--- src/rtl/pe_col_drain.sv ---
// Column drain below the last PE row: accumulates K-pass partial sums, requantizes to
// signed OUT_WIDTH (round, shift, saturate) and queues results. Optional ReLU: PE_COL_DRAIN_RELU_EN.
module pe_col_drain #(
    parameter int IN_WIDTH   = 24,
    parameter int ACC_WIDTH  = 32,
    parameter int OUT_WIDTH  = 8,
    parameter int PASS_WIDTH = 4,
    parameter int FIFO_DEPTH = 8
) (
    input  logic                            clk,
    input  logic                            rst,
    input  logic                            i_cfg_vld,
    input  logic [PASS_WIDTH-1:0]           i_cfg_num_pass,
    input  logic [4:0]                      i_cfg_shift,
    input  logic                            i_vld,
    input  logic [IN_WIDTH-1:0]             i_data,
    output logic                            o_vld,
    output logic [OUT_WIDTH-1:0]            o_data,
    input  logic                            i_rdy,
    output logic [$clog2(FIFO_DEPTH):0]     o_fifo_cnt,
    output logic                            o_busy,
    output logic                            o_ovf
);
    localparam int PTR_W = $clog2(FIFO_DEPTH);
    localparam int CNT_W = PTR_W + 1;
    localparam int R_W   = ACC_WIDTH + 1;
    localparam logic signed [R_W-1:0] SAT_MAX = R_W'((1 << (OUT_WIDTH-1)) - 1);
    localparam logic signed [R_W-1:0] SAT_MIN = ~SAT_MAX;

    // configuration
    logic [PASS_WIDTH-1:0] num_pass_q, num_pass_d;
    logic [4:0]            shift_q, shift_d;

    // S0 accumulate
    logic [PASS_WIDTH-1:0]        pass_cnt_q, pass_cnt_d;
    logic signed [ACC_WIDTH-1:0]  acc_q, acc_d;
    logic signed [ACC_WIDTH-1:0]  in_ext;
    logic                         pass_last;
    logic                         s1_vld_q, s1_vld_d;

    // S1 round/shift
    logic signed [R_W-1:0] acc_ext, rnd, rsum, r_d;
    logic signed [R_W-1:0] s2_r_q;
    logic                  s2_vld_q, s2_vld_d;

    // S2 saturate, registered as the FIFO write request
    logic [OUT_WIDTH-1:0]  sat_d;
    logic [OUT_WIDTH-1:0]  wr_data_q;
    logic                  wr_vld_q, wr_vld_d;

    // result FIFO
    logic [OUT_WIDTH-1:0]  mem_q [FIFO_DEPTH];
    logic [PTR_W-1:0]      rd_ptr_q, rd_ptr_d, wr_ptr_q, wr_ptr_d;
    logic [CNT_W-1:0]      cnt_q, cnt_d;
    logic                  ovf_q, ovf_d;
    logic                  full, push, pop;

    assign in_ext    = ACC_WIDTH'($signed(i_data));
    assign pass_last = (pass_cnt_q == num_pass_q - PASS_WIDTH'(1));

    assign o_busy     = (pass_cnt_q != '0) | s1_vld_q | s2_vld_q;
    assign o_vld      = (cnt_q != '0);
    assign o_data     = o_vld ? mem_q[rd_ptr_q] : '0;
    assign o_fifo_cnt = cnt_q;
    assign o_ovf      = ovf_q;

    always_comb begin
        num_pass_d = num_pass_q;
        shift_d    = shift_q;
        if (i_cfg_vld && !o_busy) begin
            num_pass_d = (i_cfg_num_pass == '0) ? PASS_WIDTH'(1) : i_cfg_num_pass;
            shift_d    = i_cfg_shift;
        end
    end

    always_comb begin
        pass_cnt_d = pass_cnt_q;
        acc_d      = acc_q;
        s1_vld_d   = 1'b0;
        if (i_vld) begin
            acc_d = (pass_cnt_q == '0) ? in_ext : acc_q + in_ext;
            if (pass_last) begin
                pass_cnt_d = '0;
                s1_vld_d   = 1'b1;
            end else begin
                pass_cnt_d = pass_cnt_q + PASS_WIDTH'(1);
            end
        end
    end

    // One extra bit of headroom so adding the rounding constant cannot wrap.
    always_comb begin
        acc_ext  = R_W'(acc_q);
        rnd      = '0;
        if (shift_q != '0)
            rnd = R_W'(1) << (shift_q - 5'd1);
        rsum     = acc_ext + rnd;
        r_d      = (shift_q == '0) ? acc_ext : (rsum >>> shift_q);
        s2_vld_d = s1_vld_q;
    end

    always_comb begin
`ifdef PE_COL_DRAIN_RELU_EN
        if (s2_r_q < 0)
            sat_d = '0;
        else if (s2_r_q > SAT_MAX)
            sat_d = SAT_MAX[OUT_WIDTH-1:0];
        else
            sat_d = s2_r_q[OUT_WIDTH-1:0];
`else
        if (s2_r_q > SAT_MAX)
            sat_d = SAT_MAX[OUT_WIDTH-1:0];
        else if (s2_r_q < SAT_MIN)
            sat_d = SAT_MIN[OUT_WIDTH-1:0];
        else
            sat_d = s2_r_q[OUT_WIDTH-1:0];
`endif
        wr_vld_d = s2_vld_q;
    end

    // A write into a full FIFO survives only if the head leaves in the same cycle.
    always_comb begin
        full     = (cnt_q == CNT_W'(FIFO_DEPTH));
        pop      = o_vld & i_rdy;
        push     = wr_vld_q & (~full | pop);
        ovf_d    = ovf_q | (wr_vld_q & full & ~pop);
        rd_ptr_d = pop  ? rd_ptr_q + PTR_W'(1) : rd_ptr_q;
        wr_ptr_d = push ? wr_ptr_q + PTR_W'(1) : wr_ptr_q;
        cnt_d    = cnt_q;
        if (push && !pop)
            cnt_d = cnt_q + CNT_W'(1);
        else if (pop && !push)
            cnt_d = cnt_q - CNT_W'(1);
    end

    always_ff @(posedge clk) begin
        if (rst) begin
            num_pass_q <= PASS_WIDTH'(1);
            shift_q    <= '0;
            pass_cnt_q <= '0;
            acc_q      <= '0;
            s1_vld_q   <= 1'b0;
            s2_r_q     <= '0;
            s2_vld_q   <= 1'b0;
            wr_data_q  <= '0;
            wr_vld_q   <= 1'b0;
            rd_ptr_q   <= '0;
            wr_ptr_q   <= '0;
            cnt_q      <= '0;
            ovf_q      <= 1'b0;
        end else begin
            num_pass_q <= num_pass_d;
            shift_q    <= shift_d;
            pass_cnt_q <= pass_cnt_d;
            acc_q      <= acc_d;
            s1_vld_q   <= s1_vld_d;
            s2_r_q     <= r_d;
            s2_vld_q   <= s2_vld_d;
            wr_data_q  <= sat_d;
            wr_vld_q   <= wr_vld_d;
            rd_ptr_q   <= rd_ptr_d;
            wr_ptr_q   <= wr_ptr_d;
            cnt_q      <= cnt_d;
            ovf_q      <= ovf_d;
        end
    end

    // Storage needs no reset: o_data is masked while the FIFO is empty.
    always_ff @(posedge clk) begin
        if (!rst && push)
            mem_q[wr_ptr_q] <= wr_data_q;
    end

endmodule

--- config.mk ---
export PLATFORM = sky130hd
export DESIGN_NAME = pe_col_drain
export DESIGN_NICKNAME = d
export VERILOG_FILES = /design/src/rtl/pe_col_drain.sv
export SDC_FILE = /design/constraint.sdc
export NUM_CORES = 1
export LEC_CHECK = 0
export ABC_AREA = 1
export CAP_MARGIN = 20
export CORE_AREA = 2 2 138 193
export DETAILED_ROUTE_END_ITERATION = 10
export DIE_AREA = 0 0 140 195
export GPL_TIMING_DRIVEN = 0
export PLACE_DENSITY = 0.68
export SLEW_MARGIN = 20
export SYNTH_ARGS = -nofsm -noshare
export SYNTH_HDL_FRONTEND = slang
export SYNTH_SLANG_ARGS = --single-unit
--- constraint.sdc ---
create_clock -name clk -period 7.35 [get_ports clk]
set_input_delay 1.8375 -clock clk [delete_from_list [all_inputs] [get_ports clk]]
set_output_delay 1.8375 -clock clk [all_outputs]
set_load 0.05 [all_outputs]
After elaboration in Yosys (flattened, before gate mapping)
Memories as Yosys holds them, arrays and structs flattened. A register that Yosys moved wholly into a read port is not among the register bits.
Cells that the tools add are included.
{ "word_totals": {"output_inout_bits": 15, "reg_bits": 100, "n_memories": 1, "ramBits": 64, "wordCells": 73} }
{ "op_classes": {"n_reduce_logical": 17, "bitwise_logic": 11, "shift": 2, "magnitude_cmp": 2, "addsub": 9, "eq_ne": 2, "mux": 15} }
{ "mem_list": {"columns": ["name", "words", "width", "read_ports", "rd_clocked_by_memory_dff", "write_ports", "line_no", "text"], "rows": [
  ["mem_q", 8, 8, 1, 1, 1, "52", "logic [OUT_WIDTH-1:0] mem_q [FIFO_DEPTH];"]
]} }
{ "ops": {"columns": ["cell", "count"], "rows": [
  ["$mux W33", 2],
  ["$add A32 B33 Y33", 1],
  ["$gt A33 B8 Y1 const B", 1],
  ["$lt A33 B8 Y1 const B", 1],
  ["$shl A1 B5 Y33 const A", 1],
  ["$sshr A33 B5 Y33", 1],
  ["$add A32 B24 Y32", 1],
  ["$mux W32", 1],
  ["$mux W4", 4],
  ["$mux W8", 2],
  ["$add A4 B1 Y4 const B", 2],
  ["$logic_not A4 Y1", 2],
  ["$reduce_bool A4 Y1", 2],
  ["$sub A4 B1 Y4 const B", 2],
  ["$mux W7", 1],
  ["$add A3 B1 Y3 const B", 2],
  ["$mux W3", 2],
  ["$logic_not A5 Y1", 1],
  ["$reduce_bool A5 Y1", 1],
  ["$sub A5 B1 Y5 const B", 1],
  ["$and A1 B1 Y1", 4],
  ["$eq A4 B4 Y1", 1],
  ["$eq A4 B4 Y1 const B", 1],
  ["$logic_and A1 B1 Y1", 4],
  ["other kinds (6)", 17]
]} }

Depth between registers and ports, before layout
{ "depth": {"depth_word": 8, "mapped_depth": 37, "ltp_nobuf": 35} }

Worst setup path after synthesis
OpenSTA, ideal clock, no wires.
{ "synth_path": {"path_kind": "reg2out", "from": "register cnt_q[0], in the netlist o_fifo_cnt[0]", "to": "output o_data[0]", "path_buffers": 0, "arrival_ns": 2.355, "required_time_ns": 5.512, "setup_slack_ns": 3.158, "stages_incl_launch_ff": 5, "path_cell_list": "dfxtp_1 -> nor2_1 -> nand3_1 -> o21ai_0 -> a31oi_1"} }
{ "synth_via": {"elab_chain_len": 2} }
{ "synth_lines": {"columns": ["element", "line_no", "text"], "rows": [
  ["start, declared", "54", "logic [CNT_W-1:0] cnt_q, cnt_d;"],
  ["start signal, assigned", "163", "cnt_q <= cnt_d;"],
  ["$reduce_bool A4 Y1", "62", "assign o_vld = (cnt_q != '0);"],
  ["named net o_vld", "17", "output logic o_vld,"],
  ["$mux W8", "63", "assign o_data = o_vld ? mem_q[rd_ptr_q] : '0;"],
  ["end, declared", "18", "output logic [OUT_WIDTH-1:0] o_data,"]
]} }
The timed path passes the listed nets, and every way through them passes these cells.

Worst setup path in the final report
{ "layout_path": {"from": "register shift_q[0]", "to": "register s2_r_q[2]"} }
{ "layout_via": {"elab_chain_len": 6, "word_cells_on_any_way": 8} }
{ "layout_lines": {"columns": ["element", "line_no", "text"], "rows": [
  ["start, declared", "32", "logic [4:0] shift_q, shift_d;"],
  ["start signal, assigned", "153", "shift_q <= shift_d;"],
  ["$sub A5 B1 Y5", "96", "rnd = R_W'(1) << (shift_q - 5'd1);"],
  ["$shl A1 B5 Y33", "96", null],
  ["$mux W33", "95", "if (shift_q != '0)"],
  ["$add A32 B33 Y33", "97", "rsum = acc_ext + rnd;"],
  ["$sshr A33 B5 Y33", "98", "r_d = (shift_q == '0) ? acc_ext : (rsum >>> shift_q);"],
  ["$mux W33 (*)", "98", null],
  ["end signal, assigned", "157", "s2_r_q <= r_d;"],
  ["end, declared", "43", "logic signed [R_W-1:0] s2_r_q;"]
]} }
Mark *: on every way between the ends. The rest lies on a longest branch, timed or not.
A chain may end at the register's enable or synchronous reset.

==> qor.csv <==
stage;metric;value;unit
die;io_pins;53;
critical_path;cp-startpoint;shift_q[0];
critical_path;end_kind;flip-flop;
clocking;clk_pin_slew;0.07;ns
grt;gr-total-overflow;0;
clocking;htree_levels;4;
min_path;min_from;s2_vld_q;
power;clkPwrFrac;21.5;%
final_layout;layout.cells.non_filler;2311;
sta;finalSetupTns;0;ns
sta;final_hold_viol_count;0;
sta;fmax;198.0;MHz
placement;gp_congestion;1.046;
flow_run;cap_violations;0;
routing;dr_total_vias;13186;
critical_path;reg2reg_from;shift_q[0];
power;peakVddDrop;178.6;uV
sta;post-route-period-util;68.73;%
power;p_per_area;293.7;nW/um^2
power;comb_power_share;47.7;%
routing;post_drt_wl_per_cell;19.70;um
final_layout;ff_latch_area;3984;sq um
critical_path;worstSetupPathType;reg -> reg;
die;rows;69;
yosys;syn_area;12610;sq um
critical_path;worst_path_most_repeated_cell;nand3_1;
routing;remaining_drc_errors;1;
critical_path;cp-start-kind;flip-flop;
sta;maxSlewHeadroom;37.60;%
sta;post-route-min-period;5.052;ns
clocking;cts-hold-fix-buffers;0;
yosys;postSynthAreaPerCell;6.614;sq um
yosys;syn_nets;2019;
yosys;synth_edf_count;64;
sta;rsz0062_at_grt;false;
die;dieArea;27300;sq um
routing;drt-pass1-iter-count;10;
clocking;cts_buffer_depth;2;
power;p_int;2.219;mW
critical_path;worstPathRequired;7.65;ns
sta;slew_violations;0;
grt;grt_antenna_before_repair;0;
yosys;synthArstFlopShare;0;%
placement;port_buffers;51;
routing;vias_per_cell;5.706;
power;switching_share;46.63;%
yosys;synth_ff_type;dfxtp_1;
die;die_width;140;um
die;initial_core_util;49.53;%
yosys;ys_warn_count;0;
grt;grtUsageTotal;33.58;%
yosys;synth_top_cell_by_area;dfxtp_1;
final_layout;area_growth;12.21;%
yosys;synth_area_leaders;dfxtp_1 (16%), edfxtp_1 (15%), nand2_1 (14%), nand3_1 (11%), ha_1 (7.0%);
critical_path;slowest_delay;0.45;ns
die;core;25470;sq um
clocking;cts_made_buffers;17;
min_path;hold_class;reg -> reg;
yosys;ys_ff_latch;167;
sta;setup_violations;0;
clocking;cts_root_buf;clkbuf_16;
routing;drt_iter0_drc;882;
status;violations;design-rule violations;
critical_path;cp.arrival;5.36;ns
yosys;netlist.area_leader.share;16.35;%
routing;antenna_left;0;
final_layout;final_layout_size_suffix_gt1_share;5.974;%
final_layout;fillCellCount;2569;
clocking;clock_latency;0.44;ns
power;power_switching;1.938;mW
clocking;cts_resized;0;
final_layout;diodes;0;
yosys;syn_inst;1907;
routing;wl;45530;um
critical_path;slowest_stage;fa_1;
clocking;cts.sink_count;167;
final_layout;layout.nets;2091;
grt;grt_pass1_wl;70340;um
die;die_y;195;um
clocking;tritoncts;yes;
power;p_leak;6.523;nW
sta;worstMarginPinSlew;0.9326;ns
placement;dp_hpwl;37610;um
sta;clock_skew;0.01298;ns
placement;placed_cells;2279;
grt;grt_pass1_vias;12855;
grt;grt_max_degree;18;
final_layout;multi_input_area;7561;sq um
clocking;cts_setup_buffers;0;
status;status;finished, violations left;
power;power_frac_seq;30.8;%
yosys;synth-seq-area-share;31.58;%
critical_path;path_max_fanout;10;
yosys;yosys.cell_types.count;48;
## area by class of cell
| cell class | instances | share of cell area [%] |
|---|---|---|
| multi-input combinational | 1457 | 53.42 |
| buffer | 69 | 2.016 |
| clock buffer | 18 | 3.182 |
| inverter | 214 | 5.675 |
| clock inverter | 14 | 1.025 |
| sequential | 167 | 28.15 |
| tap | 319 | 2.820 |
| timing repair buffer | 53 | 3.713 |
## cells in the mapped netlist, types with 2 or more instances
master	instances
ha_1	71
nand2_2	19
inv_1	198
a21boi_1	5
nand4_1	14
nand3_1	273
nor3_2	2
o21ai_1	4
and3_1	5
a21oi_1	130
o21ai_2	2
nor2_1	182
or2_2	9
buf_1	10
inv_2	14
nand3_2	8
clkinv_1	2
a21o_1	6
edfxtp_1	64
nor3_1	14
and2_1	3
o21ai_0	107
nand3b_1	11
nand2_1	465
a22oi_1	4
a221oi_1	2
nor2_2	5
clkbuf_1	42
o211ai_1	22
o22ai_1	8
buf_2	15
a211oi_1	2
xnor2_1	11
a21oi_2	2
buf_4	2
dfxtp_1	103
nor4_1	10
xor2_1	21
o21bai_1	6
a31oi_1	24
fa_1	3
## worst max-delay path: cells and delay by family, from the launching register on
family	cells	cell delay (ns)
AND/OR/NAND/NOR	15	2.52
buffers and inverters	8	0.88
adder cells (fa/ha/maj)	2	0.69
AO/OA/AOI/OAI	2	0.53
flip-flops	1	0.30
## power groups by stage
stage | clock, mW | sequential, mW | combinational, mW
floorplan | 0 | 1.25 | 1.33
global placement | 0 | 1.29 | 1.93
detailed placement | 0 | 1.30 | 1.95
CTS | 0.902 | 1.28 | 1.96
global route | 0.944 | 1.29 | 2.17
finish | 0.893 | 1.28 | 1.98
## registers in the layout, indices dropped and copies added (netlist names), named ones only
register and cells:
s1_vld_q 1, acc_q 32, wr_ptr_q 3, pass_cnt_q 4
o_ovf 1, rd_ptr_q 3, num_pass_q 4, wr_vld_q 1
shift_q 5, s2_r_q 33, wr_data_q 8, o_fifo_cnt 4
s2_vld_q 1, mem_q 64
## final timing paths
check | depth (start not counted) | slack (ns) | end
max | 27 | 2.30 | s2_r_q[2]
min | 2 | 0.42 | wr_vld_q
max reg2reg | 27 | 2.30 | s2_r_q[2]
min reg2reg | 2 | 0.42 | wr_vld_q
## stage by stage
stage | util (%) | area, sq um | hold slack (ns) | setup WS, ns | power (mW)
after detailed placement | 53.24 | 13560 | 0.4122 | 2.497 | 3.244
after global placement | 53.10 | 13520 | 0.4062 | 2.521 | 3.221
after CTS | 55.57 | 14150 | 0.4232 | 2.456 | 4.135
final | 55.57 | 14150 | 0.4185 | 2.298 | 4.157
after global routing | 55.57 | 14150 | 0.4402 | 2.011 | 4.409
after floorplan | - | 12610 | 0.4030 | 3.158 | 2.577
## placed cells by master, fill, tap and decap left out, drive strengths merged, types with 4 or more instances in the layout
| master | synthesis | final |
|---|---|---|
| nand2 | 485 | 485 |
| o211ai | 22 | 22 |
| ha | 71 | 71 |
| buf | 27 | 29 |
| nor3 | 16 | 16 |
| o21bai | 6 | 6 |
| o21ai | 113 | 113 |
| nor2 | 188 | 188 |
| clkbuf | 42 | 60 |
| nand4 | 14 | 14 |
| xor2 | 21 | 21 |
| clkinv | 2 | 6 |
| a31oi | 24 | 24 |
| nor4 | 11 | 11 |
| a21boi | 5 | 5 |
| edfxtp | 64 | 64 |
| a22oi | 4 | 4 |
| inv | 212 | 220 |
| o22ai | 8 | 8 |
| and3 | 5 | 5 |
| clkdlybuf4s50 | 0 | 51 |
| a21o | 6 | 6 |
| dfxtp | 103 | 103 |
| nand3b | 11 | 11 |
| xnor2 | 11 | 11 |
| nand3 | 281 | 281 |
| a21oi | 132 | 132 |
| or2 | 10 | 10 |
## kinds of logic after synthesis
group	Yosys count	share of synthesized area (%)
AO/OA/AOI/OAI	326	14.37
buffers and inverters	283	8.630
XOR/XNOR	32	2.222
other	1	0.02973
flip-flops	167	31.58
AND/OR/NAND/NOR	1024	35.64
adder cells (fa/ha/maj)	74	7.519
## layer usage
metal	vias to the layer above	share of wire (%)	track usage, %	wire length (um)
met3	152	4.6	4.586	2101
met1	6038	39	37.11	17620
met2	448	49	59.53	22260
li1	6548	-	-	-
met5	-	0	0	0
met4	0	7.8	22.97	3547
No activity file was read; power rests on OpenSTA's default activity.
